==> config.mk <==
export PLATFORM = sky130hd
export DESIGN_NAME = reset_sequencer
export DESIGN_NICKNAME = d
export VERILOG_FILES = /design/src/rtl/reset_sequencer.sv
export SDC_FILE = /design/constraint.sdc
export NUM_CORES = 1
export LEC_CHECK = 0
export CORE_ASPECT_RATIO = 0.75
export CORE_MARGIN = 4
export CORE_UTILIZATION = 40
export DETAILED_ROUTE_END_ITERATION = 10
export PLACE_DENSITY = 0.69
export SLEW_MARGIN = 20
export SYNTH_ARGS = -nofsm -noshare
export SYNTH_HDL_FRONTEND = slang
export SYNTH_SLANG_ARGS = --single-unit
==> constraint.sdc <==
create_clock -name clk -period 3.6 [get_ports clk]
set_clock_uncertainty 0.15 [all_clocks]
set_input_delay 0.54 -clock clk [delete_from_list [all_inputs] [get_ports clk]]
set_output_delay 0.54 -clock clk [all_outputs]
set_load 0.1 [all_outputs]
==> src/rtl/reset_sequencer.sv <==
// Reset sequencer: edge-qualified reset requests and PLL lock gate a stretched
// reset, after which the domain resets are released one at a time in index order.
module reset_sequencer #(
    parameter int                 NUM_SRC        = 2,
    parameter logic [NUM_SRC-1:0] SRC_NEGEDGE    = NUM_SRC'(2'b01),
    parameter int                 STRETCH_CYCLES = 16,
    parameter int                 NUM_DOMAINS    = 3,
    parameter int                 STAGE_GAP      = 4,
    parameter bit                 HOLD_AT_POR    = 1'b0
) (
    input  logic                   clk,
    input  logic                   reset,
    input  logic [NUM_SRC-1:0]     src,
    input  logic                   locked,
    input  logic                   release_btn,
    output logic [NUM_DOMAINS-1:0] rst_out,
    output logic                   busy,
    output logic [NUM_SRC:0]       cause
);

    localparam int CNT_W = (STRETCH_CYCLES > 1) ? $clog2(STRETCH_CYCLES) : 1;
    localparam int GAP_W = (STAGE_GAP > 1) ? $clog2(STAGE_GAP) : 1;
    localparam logic [CNT_W-1:0] CNT_LAST = CNT_W'(STRETCH_CYCLES - 1);
    localparam logic [GAP_W-1:0] GAP_LAST = GAP_W'(STAGE_GAP - 1);

    typedef enum logic [2:0] {
        S_HOLD,
        S_LOCK_WAIT,
        S_STRETCH,
        S_RELEASE,
        S_RUN
    } state_t;

    state_t                 r_state;
    logic [NUM_SRC-1:0]     r_prev_src;
    logic                   r_prev_btn;
    logic                   r_lock_meta;
    logic                   r_lock_sync;
    logic [CNT_W-1:0]       r_cnt;
    logic [GAP_W-1:0]       r_gap;
    logic [NUM_DOMAINS-1:0] r_rst_out;
    logic                   r_busy;
    logic [NUM_SRC:0]       r_cause;

    logic [NUM_SRC-1:0]     w_event;
    logic                   w_any_event;
    logic                   w_btn_rise;
    logic [NUM_SRC:0]       w_cause_ev;
    logic [NUM_DOMAINS-1:0] w_rst_shift;

    genvar gi;
    generate
        for (gi = 0; gi < NUM_SRC; gi++) begin : g_edge
            assign w_event[gi] = SRC_NEGEDGE[gi] ? (r_prev_src[gi] & ~src[gi])
                                                 : (src[gi] & ~r_prev_src[gi]);
        end
    endgenerate

    assign w_any_event = |w_event;
    assign w_btn_rise  = release_btn & ~r_prev_btn;
    // Top bit flags lock loss; it is only ever 1 when the lock-loss branch is taken.
    assign w_cause_ev  = {~r_lock_sync, w_event};
    // Releasing domains in index order is a left shift of the asserted mask.
    assign w_rst_shift = r_rst_out << 1;

    always_ff @(posedge clk) begin
        if (reset) begin
            r_state     <= HOLD_AT_POR ? S_HOLD : S_LOCK_WAIT;
            r_prev_src  <= src;
            r_prev_btn  <= release_btn;
            r_lock_meta <= 1'b0;
            r_lock_sync <= 1'b0;
            r_cnt       <= '0;
            r_gap       <= '0;
            r_rst_out   <= '1;
            r_busy      <= 1'b1;
            r_cause     <= '0;
        end else begin
            r_prev_src  <= src;
            r_prev_btn  <= release_btn;
            r_lock_meta <= locked;
            r_lock_sync <= r_lock_meta;
            case (r_state)
                S_HOLD: begin
                    if (w_btn_rise) begin
                        r_state <= S_LOCK_WAIT;
                    end
                end
                S_LOCK_WAIT: begin
                    if (r_lock_sync) begin
                        r_state <= S_STRETCH;
                        r_cnt   <= '0;
                    end
                end
                S_STRETCH, S_RELEASE, S_RUN: begin
                    // Lock loss outranks a simultaneous event; both land in cause.
                    if (!r_lock_sync || w_any_event) begin
                        r_state   <= r_lock_sync ? S_STRETCH : S_LOCK_WAIT;
                        r_cnt     <= '0;
                        r_gap     <= '0;
                        r_rst_out <= '1;
                        r_busy    <= 1'b1;
                        r_cause   <= (r_state == S_RUN) ? w_cause_ev : (r_cause | w_cause_ev);
                    end else if (r_state == S_STRETCH) begin
                        r_cnt <= r_cnt + CNT_W'(1);
                        if (r_cnt == CNT_LAST) begin
                            r_cnt     <= '0;
                            r_gap     <= '0;
                            r_rst_out <= w_rst_shift;
                            if (w_rst_shift == '0) begin
                                r_state <= S_RUN;
                                r_busy  <= 1'b0;
                            end else begin
                                r_state <= S_RELEASE;
                            end
                        end
                    end else if (r_state == S_RELEASE) begin
                        r_gap <= r_gap + GAP_W'(1);
                        if (r_gap == GAP_LAST) begin
                            r_gap     <= '0;
                            r_rst_out <= w_rst_shift;
                            if (w_rst_shift == '0) begin
                                r_state <= S_RUN;
                                r_busy  <= 1'b0;
                            end
                        end
                    end
                end
                default: begin
                    r_state   <= S_LOCK_WAIT;
                    r_rst_out <= '1;
                    r_busy    <= 1'b1;
                end
            endcase
        end
    end

    assign rst_out = r_rst_out;
    assign busy    = r_busy;
    assign cause   = r_cause;

endmodule

After elaboration in Yosys (flattened, before gate mapping)
Cells that the tools add are included.
{ "op_classes": {"n_reduce_logical": 14, "mux": 35, "n_eq_ne": 14, "addsub": 2, "bitwise": 9} }
{ "ops": {"columns": ["cell", "count"], "rows": [
  ["$mux W3", 15],
  ["$mux W4", 4],
  ["$ne A4 B4 Y1 const B", 4],
  ["$mux W2", 6],
  ["$pmux W3 S3", 1],
  ["$pmux W4 S2", 1],
  ["$eq A3 B2 Y1 const B", 2],
  ["$logic_not A3 Y1", 2],
  ["$mux W1", 6],
  ["$pmux W3 S2", 1],
  ["$reduce_and A3 Y1", 2],
  ["$reduce_and A6 Y1", 1],
  ["$not A1 Y1", 5],
  ["$add A4 B1 Y4 const B", 1],
  ["$eq A4 B4 Y1 const B", 1],
  ["$ne A2 B2 Y1 const B", 2],
  ["$reduce_and A4 Y1", 1],
  ["$reduce_or A2 Y1", 2],
  ["$and A1 B1 Y1", 3],
  ["$eq A3 B1 Y1 const B", 1],
  ["$eq A3 B3 Y1 const B", 1],
  ["$ne A3 B2 Y1 const B", 1],
  ["$ne A3 B3 Y1 const B", 1],
  ["$or A3 B3 Y3", 1],
  ["other kinds (9)", 9]
]} }
{ "totals": {"register_bits": 21, "in_bits": 6, "out_inout_bits": 7, "elab_cells": 84} }

Depth between registers and ports, before layout
{ "depth": {"ltp_word": 7, "mapped_depth": 6, "mapped_depth_nobuf": 5} }

Worst setup path before layout
No wires, ideal clock.
{ "synth_timing": {"path_type": "register to register", "from": "register r_rst_out[0], in the netlist rst_out[0]", "to": "register r_state[1]", "required_ns": 3.329, "n_path_buf": 0, "path_stages_with_launch": 5, "setup_slack_ns": 1.233, "setup_time_ns": 0.121, "arrival_time_ns": 2.096, "cell_sequence": "dfxtp_1 > o21ai_0 > a2111oi_4 > a211oi_2 > mux2_4"} }
{ "synth_via": {"elab_chain_cells": 6} }
{ "synth_lines": {"columns": ["element", "line_no", "source"], "rows": [
  ["start: declaration", "41", "logic [NUM_DOMAINS-1:0] r_rst_out;"],
  ["start signal: assignment", "109", "r_rst_out <= w_rst_shift;"],
  ["start signal: assignment", "121", "r_rst_out <= w_rst_shift;"],
  ["$logic_not A3 Y1 (*)", "110, 122", null],
  ["$mux W3", "110", "if (w_rst_shift == '0) begin"],
  ["$mux W3", "106", "if (r_cnt == CNT_LAST) begin"],
  ["$mux W3", "104", "end else if (r_state == S_STRETCH) begin"],
  ["$mux W3", "97", "if (!r_lock_sync || w_any_event) begin"],
  ["$pmux W3 S3", "83", "case (r_state)"],
  ["end signal: assignment", "68", "r_state <= HOLD_AT_POR ? S_HOLD : S_LOCK_WAIT;"],
  ["end signal: assignment", "98", "r_state <= r_lock_sync ? S_STRETCH : S_LOCK_WAIT;"],
  ["end: declaration", "34", "state_t r_state;"]
]} }
Every way passes the cells marked *; elsewhere a longest branch is shown, timed or not. The select of a mux whose other input is x is not followed.
A chain may end at the register's enable or synchronous reset.

Worst setup path in the final report
{ "layout_timing": {"from": "register r_rst_out[1], in the netlist rst_out[1]", "to": "output rst_out[1]"} }
{ "layout_lines": {"columns": ["element", "line_no", "source"], "rows": [
  ["end: declaration", "16", "output logic [NUM_DOMAINS-1:0] rst_out,"]
]} }
No word-level cell between the ends.

==> summary.md <==
| Metric | Value |
|---|---|
| Post-synthesis register bit count | `21` |
| DRT Pass-1 Iters | `6` |
| Initial antenna violation count | `0` |
| Io pins | `13` |
| Crit-path cells | `clkdlybuf4s50_1` |
| Crit-path slowest cell | `clkdlybuf4s50_1` |
| Top-count cell post-synth | `dfxtp_1` |
| DRC viols | `0` |
| Initial Util | `41.6%` |
| Register share of total power | `between 40% and 50%` |
| Area grow syn2layout | `12.3%` |
| Worst-Skew Late Latency | `0.27 ns` |
| IO buf count | `12` |
| Reg clk slew, reported paths | `0.08 ns` |
| Share of layout cells above drive strength 1 | `7.14%` |
| Die area | `0.00401 mm2` |
| Max-capacitance violation count | `0` |
| Outcome | `finished clean` |
| Cells after synthesis | `approximately 130` |
| CTS tree | `yes` |
| Crit Path Class | `reg2out` |
| Distinct cell type count after synthesis | `46` |
| Worst setup SP type | `register` |
| Top Metal Used | `met4` |
| Clock sinks | `21` |
| Post-cts repair resize count | `0` |
| RSZ-0062 raised after global routing | `false` |
| Min-delay worst type | `reg2reg` |
| Critical Path RT | `2.91 ns` |
| # diodes | `0` |
| Max-slew violation count | `0` |
| Cell taking the most area after synthesis | `dfxtp_1` |
| Area contributors post-synth | `dfxtp_1 34%, a21oi_1 4.5%, nor2b_1 4.1%` |
| Final net count | `149` |
| Synth Warn # | `0` |
| Seq/Total Area, Yosys | `34.4%` |
| Final HPWL DP | `1890 um` |
| Post-synth top cells | `21 x dfxtp_1, 12 x nor2_1, 11 x a21oi_1, 9 x o21ai_0` |
| Global route overflow | `0` |
| Wire length on met3 | `119 um` |
| Mapped cell area | `0.00122 mm2` |
| EDFF count, synth | `0` |
| Final TNS setup | `0 ns` |
| FFs w/ async S/R, synth | `0%` |
| CTS buffer count | `3` |
| Crit path max-delay family | `buffers and inverters` |
| First-pass GRT wire length | `around 4500 um` |
| CP arrival | `~1.9 ns` |
| Clock root cell | `clkbuf_8` |
| Final period utilization | `72.0%` |
| Die width | `71.8 um` |
| Routed Antenna Nets | `0` |
| Vias in the first global route | `944` |
| Post-Syn Area per Cell | `a little over 9 um2` |
| CP max FO | `7` |
| Primary FF master, synth | `dfxtp_1` |
| Metal1 wirelength | `1310 um` |
| Largest net degree at the start of global routing | `25` |
| NetSw | `0.254 mW` |
| Switching part of the total power | `between 30 and 40%` |
| Clock period minus worst slack | `around 2.6 ns` |
| Final Total Pwr | `0.651 mW` |
| Pwr dens | `475 mW/mm2` |
| Yosys top cell area share | `34.4%` |
| Internal power | `0.397 mW` |
| Final setup fails | `0` |
| Hold violation count in the final report | `0` |
| Clock Tree Buf Depth | `2` |
| Drt total wl | `2640 um` |
| Worst slew pin tran | `0.975 ns` |
| Peak supply drop | `0.160 mV` |
| CTS hold repair buffers | `0` |
| Die Ht | `55.9 um` |
| Core area | `0.00294 mm2` |
| Buf/Inv on CP | `1` |
| Total setup buffers inserted after CTS | `0` |
| Routed wire length per instance | `14.8 um` |
| Clock Power Share | `24.3%` |
| Slew HR | `34.8%` |
| Crit end category | `output port` |
| GP Congestion | `0.837` |
| Via count | `between 1000 and 1500` |
| Worst path max stage delay | `1.18 ns` |
| Initial drt markers | `92` |
| WL met2 | `about 1200 um` |
| Leak Pwr | `0.437 nW` |
| Gr usage total | `13.6%` |
| Vias per std cell | `5.96` |
| Combinational share of power | `a little under a third` |
| Max Clk Rate | `between 300 and 400 MHz` |
| Synthesized Nets | `142` |
| FP Rows | `17` |
| Max H-tree Level | `1` |
-- final timing paths --
check,startpoint,to,slack (ns),depth (start not counted)
setup / recovery,rst_out[1]$_SDFFE_PP1P_,rst_out[1],1.01,1
hold / removal,r_lock_meta$_SDFF_PP0_,r_lock_sync$_SDFF_PP0_,0.30,1
setup reg to reg,r_state[0]$_SDFFE_PP1P_,busy$_SDFFE_PP1P_,1.15,4
hold reg to reg,r_lock_meta$_SDFF_PP0_,r_lock_sync$_SDFF_PP0_,0.30,1
-- layout make-up --
type,count,area (um2)
fillers,284,1560
well taps,38,47.5
multi-input cells,102,733
flip-flops and latches,21,420
inverters,1,3.75
clock buffers,3,41.3
repair buffers,12,120
clock inverters,1,5.00
-- flip-flops by register name (all words and copies together) (netlist names) --
name and cells:
r_state 3, r_gap 2, busy 1, r_lock_sync 1
r_lock_meta 1, cause 3, r_prev_src 2, r_cnt 4
rst_out 3, r_prev_btn 1
-- layout by cell type, fill, tap and decap left out, types with 2 or more instances in the layout --
master | netlist | layout
a2111o_1 | 2 | 2
a21oi_1 | 11 | 11
a31oi_1 | 2 | 2
and3_1 | 2 | 2
clkbuf_8 | 0 | 3
clkdlybuf4s50_1 | 0 | 12
dfxtp_1 | 21 | 21
ha_1 | 2 | 2
mux2i_1 | 4 | 4
nand2_1 | 8 | 8
nand2b_1 | 4 | 4
nand4_1 | 3 | 3
nor2_1 | 12 | 12
nor2b_1 | 8 | 8
nor3_1 | 3 | 3
o211ai_1 | 3 | 3
o21ai_0 | 9 | 9
o311ai_0 | 2 | 2
or3_1 | 2 | 2
or4_1 | 2 | 2
-- cell families after synthesis --
group                    after synthesis  synth area share, %
AO/OA/AOI/OAI                         43                 29.1
adder cells (fa/ha/maj)                2                 2.05
buffers and inverters                 11                 5.53
flip-flops                            21                 34.4
multiplexers                           5                 4.51
AND/OR/NAND/NOR                       52                 24.4
-- layer usage --
layer / vias to the layer above / GRT usage (%)
li1: 519 / -
met1: 509 / 19.1
met2: 30 / 20.8
met3: 2 / 3.97
met4: 0 / 2.41
met5: - / 0
-- stage by stage --
step	worst slack, ns	cell area (um2)	utilization [%]	hold slack (ns)	cells
after floorplan	1.23	1220	-	0.264	134
after global placement	1.05	1330	45.1	0.271	174
after detailed placement	0.980	1330	45.1	0.286	174
after CTS	1.01	1370	46.7	0.307	178
after global routing	0.953	1370	46.7	0.335	178
final	1.01	1370	46.7	0.301	178
-- power groups by stage --
stage,logic (mW),registers [mW],clock network (mW)
5_1_grt,0.216,0.295,0.172
3_5_place_dp,0.203,0.294,0
2_1_floorplan,0.144,0.318,0
3_3_place_gp,0.199,0.294,0
6_report,0.203,0.290,0.158
4_1_cts,0.203,0.289,0.162
No activity file was read; power rests on OpenSTA's default activity.
